==> config.mk <==
export PLATFORM = sky130hd
export DESIGN_NAME = cpu_sequencer
export DESIGN_NICKNAME = d
export VERILOG_FILES = /design/src/rtl/cpu_pkg.sv /design/src/rtl/cpu_decoder.sv /design/src/rtl/cpu_sequencer.sv
export SDC_FILE = /design/constraint.sdc
export NUM_CORES = 1
export LEC_CHECK = 0
export CORE_MARGIN = 3
export CORE_UTILIZATION = 43
export DETAILED_ROUTE_END_ITERATION = 6
export PLACE_DENSITY = 0.76
export SYNTH_ARGS = -nofsm -noshare
export SYNTH_HDL_FRONTEND = slang
export SYNTH_SLANG_ARGS = --single-unit
==> constraint.sdc <==
create_clock -name clk_i -period 2.5 [get_ports clk_i]
set_clock_uncertainty 0.15 [all_clocks]
set_input_delay 0.625 -clock clk_i [delete_from_list [all_inputs] [get_ports clk_i]]
set_output_delay 0.625 -clock clk_i [all_outputs]
set_load 0.01 [all_outputs]
==> src/rtl/cpu_pkg.sv <==
// cpu_pkg: shared types and constants for the MiniMicro CPU sequencer.
//
// Contents:
//   INSTR_W and field positions/widths of the 28-bit instruction word
//     [27:23] opcode, [22:14] dest, [13:9] src1, [8:0] src2
//   op_e        - opcode enumeration (1..25, HLT = 25)
//   seq_state_e - sequencer FSM states
//   RESERVED_OP - true for opcodes with no defined behaviour (0, 26..31)
package cpu_pkg;

  localparam int INSTR_W  = 28;
  localparam int OP_W     = 5;
  localparam int OP_LSB   = 23;
  localparam int DEST_W   = 9;
  localparam int DEST_LSB = 14;
  localparam int SRC1_W   = 5;
  localparam int SRC1_LSB = 9;
  localparam int SRC2_W   = 9;
  localparam int SRC2_LSB = 0;

  // Width of every operand field presented to the datapath.
  localparam int FIELD_W  = 9;

  // Opcodes 1..18 are the ALU class; only ADDS has a fixed mnemonic here,
  // the rest are named by number.
  typedef enum logic [OP_W-1:0] {
    OP_ALU01 = 5'd1,
    OP_ALU02 = 5'd2,
    OP_ALU03 = 5'd3,
    OP_ALU04 = 5'd4,
    OP_ALU05 = 5'd5,
    OP_ADDS  = 5'd6,
    OP_ALU07 = 5'd7,
    OP_ALU08 = 5'd8,
    OP_ALU09 = 5'd9,
    OP_ALU10 = 5'd10,
    OP_ALU11 = 5'd11,
    OP_ALU12 = 5'd12,
    OP_ALU13 = 5'd13,
    OP_ALU14 = 5'd14,
    OP_ALU15 = 5'd15,
    OP_ALU16 = 5'd16,
    OP_ALU17 = 5'd17,
    OP_ALU18 = 5'd18,
    OP_NOP   = 5'd19,
    OP_LOADI = 5'd20,
    OP_STORE = 5'd21,
    OP_MOV   = 5'd22,
    OP_J     = 5'd23,
    OP_BEQ   = 5'd24,
    OP_HLT   = 5'd25
  } op_e;

  typedef enum logic [2:0] {
    S_IDLE,
    S_FETCH,
    S_DECODE,
    S_EXEC,
    S_WAIT,
    S_HALT
  } seq_state_e;

  // Opcode 0 and everything above HLT is reserved.
  function automatic logic RESERVED_OP(input logic [OP_W-1:0] op);
    return (op == 5'd0) || (op > OP_HLT);
  endfunction

endpackage

==> src/rtl/cpu_decoder.sv <==
// cpu_decoder: purely combinational opcode classification.
//
// Ports:
//   opcode_i      in  5  opcode field of the current instruction
//   is_alu_o      out 1  ALU class (1..18)
//   needs_exec_o  out 1  instruction needs a datapath execute strobe
//                        (ALU, LOADI, STORE, MOV, BEQ)
//   is_jump_o     out 1  J
//   is_branch_o   out 1  BEQ
//   is_halt_o     out 1  HLT
//   is_illegal_o  out 1  reserved opcode
// An opcode with none of the control-flow/exec bits set is a NOP.
module cpu_decoder
  import cpu_pkg::*;
(
  input  logic [OP_W-1:0] opcode_i,
  output logic            is_alu_o,
  output logic            needs_exec_o,
  output logic            is_jump_o,
  output logic            is_branch_o,
  output logic            is_halt_o,
  output logic            is_illegal_o
);

  // Classification is a set of range/equality tests on the opcode.
  always_comb begin
    is_alu_o     = (opcode_i >= OP_ALU01) && (opcode_i <= OP_ALU18);
    is_jump_o    = (opcode_i == OP_J);
    is_branch_o  = (opcode_i == OP_BEQ);
    is_halt_o    = (opcode_i == OP_HLT);
    is_illegal_o = RESERVED_OP(opcode_i);
    needs_exec_o = is_alu_o
                || (opcode_i == OP_LOADI)
                || (opcode_i == OP_STORE)
                || (opcode_i == OP_MOV)
                || (opcode_i == OP_BEQ);
  end

endmodule

==> src/rtl/cpu_sequencer.sv <==
// cpu_sequencer: fetch/decode/execute controller for the MiniMicro CPU.
//
// Fetches 28-bit words from instruction memory, registers the decoded
// fields towards the datapath, strobes execution and waits for completion,
// and resolves J / BEQ / HLT. Owns the program counter.
//
// Parameters: PC_W (<= 9), RESET_PC, TIMEOUT_CYC (watchdog build only).
// Ports:
//   clk_i, rst_i (async, active high), run_i (start, IDLE/HALT only)
//   imem_addr_o, imem_req_o, imem_valid_i, imem_data_i  - fetch interface
//   opcode_o, destination_o, source_1_o, source_2_o,
//   is_alu_flag_o, exec_en_o, exec_done_i, eq_flag_i    - datapath interface
//   pc_o, halted_o, illegal_o (sticky), timeout_o (sticky) - status
//
// Build option: define CPU_SEQ_TIMEOUT_EN to add the WAIT watchdog; without
// it WAIT stalls until exec_done_i and timeout_o is constant 0.
module cpu_sequencer
  import cpu_pkg::*;
#(
  parameter int unsigned PC_W        = 9,
  parameter int unsigned RESET_PC    = 0,
  parameter int unsigned TIMEOUT_CYC = 255
) (
  input  logic               clk_i,
  input  logic               rst_i,
  input  logic               run_i,
  output logic [PC_W-1:0]    imem_addr_o,
  output logic               imem_req_o,
  input  logic               imem_valid_i,
  input  logic [INSTR_W-1:0] imem_data_i,
  output logic [OP_W-1:0]    opcode_o,
  output logic [FIELD_W-1:0] destination_o,
  output logic [FIELD_W-1:0] source_1_o,
  output logic [FIELD_W-1:0] source_2_o,
  output logic               is_alu_flag_o,
  output logic               exec_en_o,
  input  logic               exec_done_i,
  input  logic               eq_flag_i,
  output logic [PC_W-1:0]    pc_o,
  output logic               halted_o,
  output logic               illegal_o,
  output logic               timeout_o
);

  localparam logic [PC_W-1:0] ResetPc = PC_W'(RESET_PC);

  seq_state_e         state_q, state_d;
  logic [PC_W-1:0]    pc_q, pc_d;
  logic [INSTR_W-1:0] instr_q, instr_d;
  logic [OP_W-1:0]    opcode_q, opcode_d;
  logic [FIELD_W-1:0] dest_q, dest_d;
  logic [FIELD_W-1:0] src1_q, src1_d;
  logic [FIELD_W-1:0] src2_q, src2_d;
  logic               isAlu_q, isAlu_d;
  logic               execEn_q, execEn_d;
  logic               illegal_q, illegal_d;

`ifdef CPU_SEQ_TIMEOUT_EN
  // Counter holds (WAIT cycle number - 1), so it never exceeds TIMEOUT_CYC-1.
  localparam int unsigned WaitCntW = (TIMEOUT_CYC > 1) ? $clog2(TIMEOUT_CYC) : 1;
  logic [WaitCntW-1:0] waitCnt_q, waitCnt_d;
  logic                timeout_q, timeout_d;
`endif

  logic decIsAlu, decNeedsExec, decIsJump, decIsBranch, decIsHalt, decIsIllegal;

  // The instruction register is stable from the end of FETCH until the next
  // fetch completes, so one decoder serves both DECODE and EXEC/WAIT.
  cpu_decoder uDecoder (
    .opcode_i     (instr_q[OP_LSB +: OP_W]),
    .is_alu_o     (decIsAlu),
    .needs_exec_o (decNeedsExec),
    .is_jump_o    (decIsJump),
    .is_branch_o  (decIsBranch),
    .is_halt_o    (decIsHalt),
    .is_illegal_o (decIsIllegal)
  );

  // Next-state logic. Every register holds by default; exec_en is the only
  // pulse and defaults low so it lasts exactly the EXEC cycle.
  always_comb begin
    state_d   = state_q;
    pc_d      = pc_q;
    instr_d   = instr_q;
    opcode_d  = opcode_q;
    dest_d    = dest_q;
    src1_d    = src1_q;
    src2_d    = src2_q;
    isAlu_d   = isAlu_q;
    execEn_d  = 1'b0;
    illegal_d = illegal_q;
`ifdef CPU_SEQ_TIMEOUT_EN
    waitCnt_d = waitCnt_q;
    timeout_d = timeout_q;
`endif

    unique case (state_q)
      S_IDLE: begin
        if (run_i) begin
          state_d = S_FETCH;
        end
      end

      S_FETCH: begin
        if (imem_valid_i) begin
          instr_d = imem_data_i;
          state_d = S_DECODE;
        end
      end

      // Fields are registered here and the strobe is armed so that it is
      // visible during EXEC.
      S_DECODE: begin
        opcode_d = instr_q[OP_LSB +: OP_W];
        dest_d   = instr_q[DEST_LSB +: DEST_W];
        src1_d   = FIELD_W'(instr_q[SRC1_LSB +: SRC1_W]);
        src2_d   = instr_q[SRC2_LSB +: SRC2_W];
        isAlu_d  = decIsAlu;
        execEn_d = decNeedsExec;
        state_d  = S_EXEC;
      end

      S_EXEC: begin
        if (decIsIllegal) begin
          illegal_d = 1'b1;
          state_d   = S_HALT;
        end else if (decIsHalt) begin
          state_d = S_HALT;
        end else if (decIsJump) begin
          pc_d    = dest_q[PC_W-1:0];
          state_d = S_FETCH;
        end else if (decNeedsExec) begin
`ifdef CPU_SEQ_TIMEOUT_EN
          waitCnt_d = '0;
`endif
          state_d = S_WAIT;
        end else begin
          pc_d    = pc_q + PC_W'(1);
          state_d = S_FETCH;
        end
      end

      // Completion wins over the watchdog in the last allowed cycle.
      S_WAIT: begin
        if (exec_done_i) begin
          if (decIsBranch && eq_flag_i) begin
            pc_d = dest_q[PC_W-1:0];
          end else begin
            pc_d = pc_q + PC_W'(1);
          end
          state_d = S_FETCH;
        end
`ifdef CPU_SEQ_TIMEOUT_EN
        else if (waitCnt_q == WaitCntW'(TIMEOUT_CYC - 1)) begin
          timeout_d = 1'b1;
          state_d   = S_HALT;
        end else begin
          waitCnt_d = waitCnt_q + WaitCntW'(1);
        end
`endif
      end

      S_HALT: begin
        if (run_i) begin
          pc_d      = ResetPc;
          illegal_d = 1'b0;
`ifdef CPU_SEQ_TIMEOUT_EN
          timeout_d = 1'b0;
`endif
          state_d   = S_FETCH;
        end
      end

      default: begin
        state_d = S_IDLE;
      end
    endcase
  end

  // State and datapath-facing registers; reset abandons any fetch/execute.
  always_ff @(posedge clk_i or posedge rst_i) begin
    if (rst_i) begin
      state_q   <= S_IDLE;
      pc_q      <= ResetPc;
      instr_q   <= '0;
      opcode_q  <= '0;
      dest_q    <= '0;
      src1_q    <= '0;
      src2_q    <= '0;
      isAlu_q   <= 1'b0;
      execEn_q  <= 1'b0;
      illegal_q <= 1'b0;
    end else begin
      state_q   <= state_d;
      pc_q      <= pc_d;
      instr_q   <= instr_d;
      opcode_q  <= opcode_d;
      dest_q    <= dest_d;
      src1_q    <= src1_d;
      src2_q    <= src2_d;
      isAlu_q   <= isAlu_d;
      execEn_q  <= execEn_d;
      illegal_q <= illegal_d;
    end
  end

`ifdef CPU_SEQ_TIMEOUT_EN
  // Watchdog counter and sticky timeout flag.
  always_ff @(posedge clk_i or posedge rst_i) begin
    if (rst_i) begin
      waitCnt_q <= '0;
      timeout_q <= 1'b0;
    end else begin
      waitCnt_q <= waitCnt_d;
      timeout_q <= timeout_d;
    end
  end

  assign timeout_o = timeout_q;
`else
  assign timeout_o = 1'b0;
`endif

  assign imem_addr_o   = pc_q;
  assign pc_o          = pc_q;
  assign imem_req_o    = (state_q == S_FETCH);
  assign halted_o      = (state_q == S_HALT);
  assign opcode_o      = opcode_q;
  assign destination_o = dest_q;
  assign source_1_o    = src1_q;
  assign source_2_o    = src2_q;
  assign is_alu_flag_o = isAlu_q;
  assign exec_en_o     = execEn_q;
  assign illegal_o     = illegal_q;

endmodule

==> results.json, run 1 <==
{
  "outcome": "finished, final reports clean",
  "synthToLayoutAreaGrowth_pct": 36.1,
  "clock_path_buffers": 2,
  "post-place-cells": 424,
  "vias": 2361,
  "met3_length_um": 593,
  "grt_max_degree": 34,
  "synth.top_cells.by_area": "dfrtp_1 (55%), mux2_2 (20%), buf_4 (3.5%), a221o_1 (1.5%), buf_2 (1.5%)",
  "cts-root-buf": "clkbuf_8",
  "cp_top_family": "buffers and inverters",
  "grt-ovfl-total": 0,
  "cts_tree": "done",
  "die_x_um": 92.8,
  "diodes": 0,
  "synthArstFlopShare_pct": 100,
  "die_area_sq_um": 8600,
  "synthCells": 254,
  "setup_viol": 0,
  "drt-vias-per-instance": 5.37,
  "max-cap-violations": 0,
  "layoutNonFillerInstCount": 440,
  "worst_slack_ns": 0.102,
  "synth-edff-count": 0,
  "place.gp.congestion": 0.863,
  "yosysSeqAreaShare_pct": 54.9,
  "insertion_delay_ns": 0.33,
  "ys_types": 44,
  "critPathRequiredTime_ns": 1.73,
  "track_usage_pct": 17.4,
  "pre_cts_slack_ns": 0.0527,
  "routed-wl-met2_um": 3430,
  "first_pass_iters": 4,
  "ant_nets": 0,
  "drt_iter0_drc": 171,
  "htree_levels": 3,
  "avgSynthCellArea_sq_um": 12.7,
  "critPathMaxStageDelay_ns": 0.55,
  "core_region_area_sq_um": 7290,
  "nets": 371,
  "max_freq_mhz": 417,
  "highest_layer": "met4",
  "vdd_drop_max_uv": 654,
  "synth_ff_type": "dfrtp_1",
  "crit_buf_inv": 1,
  "crit_path_cell_trace": "and3b_1 > clkdlybuf4s50_1",
  "hp-class": "reg -> reg",
  "grt_pass1_vias": 2444,
  "drc": 0,
  "netlist_area_sq_um": 3240,
  "fin_crit_ns": 2.40,
  "cts-buffers-inserted": 9,
  "path_clk_slew_ns": 0.08,
  "synth-seq-cells": 71,
  "cts_sinks": 71,
  "antenna_found_initial": 0,
  "synth_warnings": 0,
  "grt_first_pass_wirelength_um": 11800,
  "netlist.area_leader.share_pct": 54.9,
  "timing.slew.headroom_pct": 67.0,
  "critPathArrivalTime_ns": 1.62,
  "p_leak_nw": 1.78,
  "p_per_area_nw_per_um2": 1210,
  "drive_above_1_share_pct": 28.7,
  "place_hpwl_um": 4990,
  "maxSlewViolCount": 0,
  "die_h_um": 92.8,
  "std_cell_rows": 31,
  "start_util_pct": 44.4,
  "fin_crit_sh_pct": 95.9,
  "crit_type": "reg -> out",
  "end_kind": "primary output",
  "path_max_fanout": 10,
  "rsz0062_at_grt": "false",
  "synth_area_leader_cell": "dfrtp_1",
  "final_hold_viol_count": 0,
  "wl_per_cell_um": 16.0,
  "wl_met1_um": 2930,
  "worst_slew_pin_slew_ns": 0.491,
  "wl_um": 7060,
  "cp-start-kind": "flop",
  "io_buffer_count": 84,
  "tns_ns": 0,
  "io_pins": 90,
  "crit_slowest_cell": "clkdlybuf4s50_1"
}
==> cells in the mapped netlist (all sizes together) (3+ instances only) <==
cell    number
o21a         3
nand4        8
nand2        7
mux2        57
dfrtp       71
inv          6
o21ai        7
a21oi        4
buf         26
a31oi        5
a221o        5
and2         6
nand3        4
and3         3
o211ai       6
nor2         5
nor3         4
==> area by class of cell <==
| cell class | instances | area, sq um |
|---|---|---|
| clock buffers | 10 | 128 |
| clock inverters | 6 | 109 |
| fillers | 621 | 2890 |
| inverters | 6 | 26.3 |
| multi-input cells | 154 | 1280 |
| flip-flops and latches | 71 | 1780 |
| well taps | 99 | 124 |
| repair buffers | 94 | 953 |
==> cell families (layout without fill, tap and decap cells) <==
family / after synthesis / after routing / share of synthesized area, %
DFF: 71 / 71 / 54.9
muxes: 58 / 58 / 20.1
AOI/OAI and AO/OA: 37 / 37 / 8.12
and+or+nand+nor: 53 / 53 / 10.2
adders and majority gates: 1 / 1 / 0.386
buffers and inverters: 33 / 116 / 6.18
other: 1 / 5 / 0.116
==> layout by cell type (no fill, tap or decap), types with 2 or more instances in the layout <==
cell,synthesis,final
nand3_1,4,4
clkbuf_8,0,9
nand4b_1,2,2
o21ai_0,7,7
o21a_1,3,3
and3_2,2,2
nand3b_1,2,2
conb_1,1,5
nand2_1,7,7
a21oi_1,4,4
mux2_2,57,57
dfrtp_2,0,3
nor3_1,4,3
nand4_1,8,8
nor4_1,2,2
clkdlybuf4s50_1,0,84
o22ai_1,2,2
a31oi_1,5,5
nor2_1,5,5
bufinv_16,0,3
buf_12,0,3
clkinv_2,0,2
inv_1,6,5
a32o_1,2,2
o211ai_1,6,6
and2_1,4,4
buf_4,15,7
a221o_1,5,5
dfrtp_1,71,68
==> layer usage <==
metal | vias up | track usage, %
li1 | 1084 | -
met1 | 1179 | 21.2
met3 | 14 | 6.17
met2 | 84 | 28.3
met4 | 0 | 6.23
met5 | - | 0
==> path summary, 6_finish.rpt <==
check | start | endpoint | slack [ns] | cells after the start
max | state_q[1] | halted_o | 0.10 | 2
min | instr_q[9] | source_1_o[0] | 0.35 | 1
max reg2reg | state_q[0] | imem_addr_o[6] | 0.50 | 5
min reg2reg | instr_q[9] | source_1_o[0] | 0.35 | 1
max in group asynchronous | rst_i | imem_addr_o[8] | 1.16 | 3
min in group asynchronous | rst_i | source_2_o[4] | 0.53 | 2
==> stage by stage <==
step	hold WS (ns)	area, sq um	total power, W	util [%]
2_1_floorplan	0.325	3260	0.00329	-
3_3_place_gp	0.334	4160	0.00420	57.1
3_5_place_dp	0.341	4160	0.00427	57.1
4_1_cts	0.358	4400	0.00538	60.3
5_1_grt	0.373	4410	0.00568	60.4
6_report	0.352	4410	0.00534	60.4
==> state kept, by name, indices dropped and copies added (netlist names) <==
| signal | count |
|---|---|
| instr_q | 28 |
| destination_o | 9 |
| imem_addr_o | 9 |
| source_2_o | 9 |
| opcode_o | 5 |
| source_1_o | 5 |
| state_q | 3 |
| exec_en_o | 1 |
| illegal_o | 1 |
| is_alu_flag_o | 1 |
==> report_power, final <==
| part | internal, W | leakage, nW | switching (W) |
|---|---|---|---|
| combinational | 0.00132 | 0.829 | 0.000798 |
| sequential | 0.00169 | 0.833 | 0.000433 |
| clock | 0.000662 | 0.120 | 0.000437 |
| total | 0.00367 | 1.78 | 0.00167 |
==> what timing repair did <==
action	in CTS	in global routing
hold buffers	0	0
resized for setup	0	4
endpoints found under the setup margin	0	2
hold endpoints to repair	0	0
setup buffers	0	0
(Power assumes the default switching activity.)
==> run 2: changes to the inputs <==
GPL_TIMING_DRIVEN = 0   (was not set)
PLACE_DENSITY = 0.8   (was 0.76)
==> run 2 against run 1 <==
Effect of this change: sequential power is 3% lower; utilization is 1.1 points higher; hold slack better by 0.0059 ns; die area unchanged; routed wire length up 3.4%; largest cell class unchanged; largest power group is now combinational logic.
==> results.json, run 2 (synthesized netlist as in run 1, its figures left out) <==
{
  "r2r_cells": 4,
  "p_leak_nw": 1.87,
  "antenna_found_initial": 0,
  "htree_levels": 3,
  "outcome": "finished, final reports clean",
  "busiest_layer": "met2",
  "worst_slew_pin_slew_ns": 0.764,
  "diodes": 0,
  "use_met3_pct": 7.15,
  "cts-root-buf": "clkbuf_8",
  "vias": 2370,
  "wl_per_cell_um": 15.9,
  "rsz0062_at_grt": "false",
  "postPlaceCellArea_sq_um": 4240,
  "die_area_sq_um": 8600,
  "vdd_drop_max_uv": 757,
  "drc": 0,
  "nets": 389,
  "core_region_area_sq_um": 7290,
  "clock_path_buffers": 2,
  "ant_nets": 0,
  "setup_viol": 0,
  "cts-buffers-inserted": 9,
  "final_cell_mix": "clkdlybuf4s50_1 (82), dfrtp_1 (70), mux2_2 (57), buf_4 (15), buf_2 (10)",
  "grt_pass1_vias": 2420,
  "die_x_um": 92.8,
  "max-cap-violations": 0,
  "gr-usage-met2_pct": 29.6,
  "std_cell_rows": 31,
  "grt_first_pass_wirelength_um": 11800,
  "wl_um": 7300,
  "hold_depth": 1,
  "final_hold_viol_count": 0,
  "path_max_fanout": 9,
  "final_common_cell": "clkdlybuf4s50_1",
  "start_util_pct": 44.4,
  "cts_sinks": 71,
  "place_hpwl_um": 5330,
  "largest_reg_flops": 28,
  "insertion_delay_ns": 0.34,
  "maxSlewViolCount": 0,
  "max_freq_mhz": 436,
  "drt-vias-per-instance": 5.17,
  "io_pins": 90,
  "top_register": "instr_q",
  "critPathArrivalTime_ns": 1.52,
  "critPathRequiredTime_ns": 1.73,
  "track_usage_pct": 17.7,
  "timing.slew.headroom_pct": 48.6,
  "p_seq_share_pct": 38.3,
  "hp-class": "reg -> reg",
  "synthToLayoutAreaGrowth_pct": 38.6,
  "first_pass_iters": 4,
  "io_buffer_count": 84,
  "fin_crit_ns": 2.29,
  "comb_power_share_pct": 41.2,
  "fin_crit_sh_pct": 91.7,
  "swShare_pct": 31.6,
  "grt-ovfl-total": 0,
  "post-cts-setup-buffer-count": 0,
  "power.switching_w": 0.00171,
  "tns_ns": 0,
  "end_kind": "primary output",
  "p_clk_share_pct": 20.4,
  "die_h_um": 92.8,
  "cts_tree": "done",
  "cts_hold_buf": 0,
  "cp-start-kind": "flop",
  "met1_usage_pct": 20.6,
  "drive_above_1_share_pct": 31.2,
  "p_per_area_nw_per_um2": 1200,
  "drt_iter0_drc": 78,
  "path_clk_slew_ns": 0.07,
  "place.gp.congestion": 0.817,
  "p_int_w": 0.00370,
  "fin_area_sq_um": 4490,
  "grt_max_degree": 41,
  "crit_type": "reg -> out"
}
## run 2: stage by stage
step	worst slack (ns)	cells	hold slack (ns)	utilization (%)	power (W)
floorplan	0.469	258	0.325	-	0.00329
global placement	-0.0222	441	0.331	57.9	0.00422
detailed placement	-0.0418	442	0.339	58.2	0.00433
CTS	0.0241	458	0.358	61.5	0.00547
global route	0.134	458	0.376	61.5	0.00574
finish	0.208	458	0.358	61.5	0.00540
## run 2: critical path: stages (launching register included)
cell	delay, ns
dfrtp_1	0.49
buf_4	0.16
clkdlybuf4s50_1	0.53
## run 2: power groups by stage
stage | Clock [W] | Sequential (W) | Combinational (W)
after floorplan | 0 | 0.00212 | 0.00118
after global placement | 0 | 0.00205 | 0.00217
after detailed placement | 0 | 0.00209 | 0.00224
after CTS | 0.00114 | 0.00207 | 0.00226
after global routing | 0.00118 | 0.00215 | 0.00241
final | 0.00110 | 0.00207 | 0.00223
## run 2: what timing repair did
action                     CTS  global route
pin swaps                    0             0
hold endpoints to repair     0             0
setup endpoints to repair    1             1
gates resized for setup      1             2
cloned                       0             0
## run 2: layout make-up
cell class | count | area [sq um]
plain buffers | 27 | 178
clock buffers | 9 | 124
clock inverters | 7 | 120
fillers | 580 | 2810
inverters | 6 | 26.3
multi-input cells | 154 | 1270
flip-flops and latches | 71 | 1780
well taps | 99 | 124
repair buffers | 85 | 862
## run 2: worst paths after layout
kind | slack, ns | to | start
worst min-delay path | 0.36 | source_2_o[4] | instr_q[4]
worst max-delay path | 0.21 | pc_o[4] | imem_addr_o[4]
min in group asynchronous | 0.59 | source_2_o[2] | rst_i
worst min register to register | 0.36 | source_2_o[4] | instr_q[4]
max in group asynchronous | 0.98 | destination_o[2] | rst_i
worst max register to register | 0.38 | imem_addr_o[1] | instr_q[24]
## run 2: per-layer routing
layer / wire [um] / up-vias
met2: 3690 / 78
met5: 0 / -
met1: 2930 / 1166
met4: 77 / 0
li1: - / 1119
met3: 605 / 7
==> run 3: changes to the inputs <==
CORE_UTILIZATION = 52   (was 43)
PLACE_DENSITY = 0.9   (was 0.8)
clock period = 2.8 ns   (was 2.5 ns; I/O delays follow)
==> run 3 against run 2 <==
Effect of this change: utilization increased by 12 points; design area shrank 1.6%; non-clock buffer count down 1; sequential share of layout area increased by 0.60 points; cell count fell by 5.5%; register-to-register slack improved by 0.27 ns; critical path depth increased by 1; sequential cell count is the same; global-route usage grew 3.3 points; via count is 0.46% lower.
==> results.json, run 3 (synthesized netlist as in run 1, its figures left out) <==
{
  "io_pins": 90,
  "critPathArrivalTime_ns": 1.66,
  "synthToLayoutAreaGrowth_pct": 36.5,
  "insertion_delay_ns": 0.34,
  "cp-start-kind": "flop",
  "layoutNonFillerInstCount": 433,
  "rsz0062_at_grt": "false",
  "cts_sinks": 71,
  "drt-vias-per-instance": 5.45,
  "nets": 388,
  "grt-ovfl-total": 0,
  "grt_max_degree": 72,
  "post-place-cells": 417,
  "crit_slowest_cell": "clkdlybuf4s50_1",
  "antenna_found_initial": 0,
  "final_cell_mix": "clkdlybuf4s50_1 (84), dfrtp_1 (71), mux2_2 (57), buf_4 (15), clkbuf_8 (14)",
  "timing.slew.headroom_pct": 44.6,
  "maxSlewViolCount": 0,
  "vdd_drop_max_uv": 729,
  "diodes": 0,
  "die_x_um": 84.9,
  "drt_iter0_drc": 128,
  "grt_first_pass_wirelength_um": 11800,
  "die_area_sq_um": 7210,
  "crit_type": "reg -> out",
  "critPathRequiredTime_ns": 1.95,
  "critPathMaxStageDelay_ns": 0.56,
  "wl_per_cell_um": 16.4,
  "fin_crit_sh_pct": 89.6,
  "final_common_cell": "clkdlybuf4s50_1",
  "pre_cts_slack_ns": 0.190,
  "cts_resized": 0,
  "utilization_pct": 73.7,
  "hp-class": "reg -> reg",
  "wl_um": 7090,
  "p_per_area_nw_per_um2": 1070,
  "worst_slew_pin_slew_ns": 0.831,
  "largest_reg_flops": 28,
  "start_util_pct": 54.0,
  "cts_hold_buf": 0,
  "fillers": 390,
  "p_leak_nw": 1.85,
  "worst_slack_ns": 0.290,
  "first_pass_iters": 4,
  "clock_path_buffers": 2,
  "place_hpwl_um": 4920,
  "drive_above_1_share_pct": 30.7,
  "max_freq_mhz": 398,
  "cts_tree": "done",
  "die_h_um": 84.9,
  "grt_pass1_vias": 2400,
  "crit_path_cell_trace": "buf_4 > and3b_1 > clkdlybuf4s50_1",
  "std_cell_rows": 28,
  "drc": 0,
  "cts-root-buf": "clkbuf_8",
  "fin_crit_ns": 2.51,
  "path_max_fanout": 10,
  "top_register": "instr_q",
  "vias": 2359,
  "final_hold_viol_count": 0,
  "setup_viol": 0,
  "io_buffer_count": 84,
  "cts-buffers-inserted": 9,
  "cp_top_family": "buffers and inverters",
  "track_usage_pct": 21.0,
  "crit_buf_inv": 2,
  "outcome": "finished, final reports clean",
  "post-cts-setup-buffer-count": 0,
  "core_region_area_sq_um": 5990,
  "ant_nets": 0,
  "power_w": 0.00474,
  "end_kind": "primary output",
  "htree_levels": 3,
  "place.gp.congestion": 0.857,
  "path_clk_slew_ns": 0.07,
  "max-cap-violations": 0
}
[run 3: cell count changes in the layout (fill, tap and decap cells not counted)]
cell | before | now
inv_6 | 1 | 0
clkinvlp_4 | 2 | 0
dfrtp_1 | 70 | 71
inv_4 | 0 | 1
dfrtp_2 | 1 | 0
clkbuf_8 | 9 | 14
clkinv_4 | 1 | 0
bufinv_16 | 3 | 1
dlymetal6s2s_1 | 1 | 0
buf_12 | 1 | 0
clkdlybuf4s50_1 | 82 | 84
dlygate4sd2_1 | 1 | 0
[run 3: path summary, 6_finish.rpt]
kind	start	to	slack, ns	cells past startpoint
worst max-delay path	state_q[1]	halted_o	0.29	3
worst min-delay path	instr_q[4]	source_2_o[4]	0.35	1
worst max register to register	instr_q[24]	imem_addr_o[4]	0.65	4
worst min register to register	instr_q[4]	source_2_o[4]	0.35	1
max in group asynchronous	rst_i	imem_addr_o[5]	1.23	2
min in group asynchronous	rst_i	instr_q[24]	0.72	2
[run 3: power by group]
group	leakage (nW)	switching [W]	total, W	internal, W
registers	0.837	0.000344	0.00185	0.00151
clock network	0.119	0.000369	0.000901	0.000532
logic	0.894	0.000786	0.00199	0.00120
[run 3: final cells by class]
type                    count  area, sq um  area share [%]
multi-input cells         154         1270            28.9
inverters                   6         25.0           0.567
clock inverters             2         35.0           0.793
flip-flops and latches     71         1780            40.2
clock buffers              14          193            4.36
plain buffers              27          178            4.02
repair buffers             84          841            19.0
well taps                  75         93.8            2.12
[run 3: layer usage]
metal | part of all wire [%] | vias to the layer above | GRT usage, %
li1 | - | 1107 | -
met1 | 40 | 1159 | 24.9
met2 | 50 | 83 | 35.4
met3 | 8.2 | 10 | 7.86
met4 | 1.4 | 0 | 6.91
met5 | 0 | - | 0
[run 3: per-stage QoR]
stage	cell area, sq um	hold WS, ns	TNS (ns)
final	4420	0.354	0
after global routing	4420	0.374	0
after CTS	4420	0.358	0
after detailed placement	4190	0.342	0
after global placement	4190	0.332	-66.93
after floorplan	3250	0.325	0
[run 3: worst reg2reg max path, delay by kind of cell (launching register included)]
| kind | cells | cell delay, ns |
|---|---|---|
| compound gates | 2 | 0.50 |
| simple gates | 2 | 0.98 |
| flops | 1 | 0.46 |
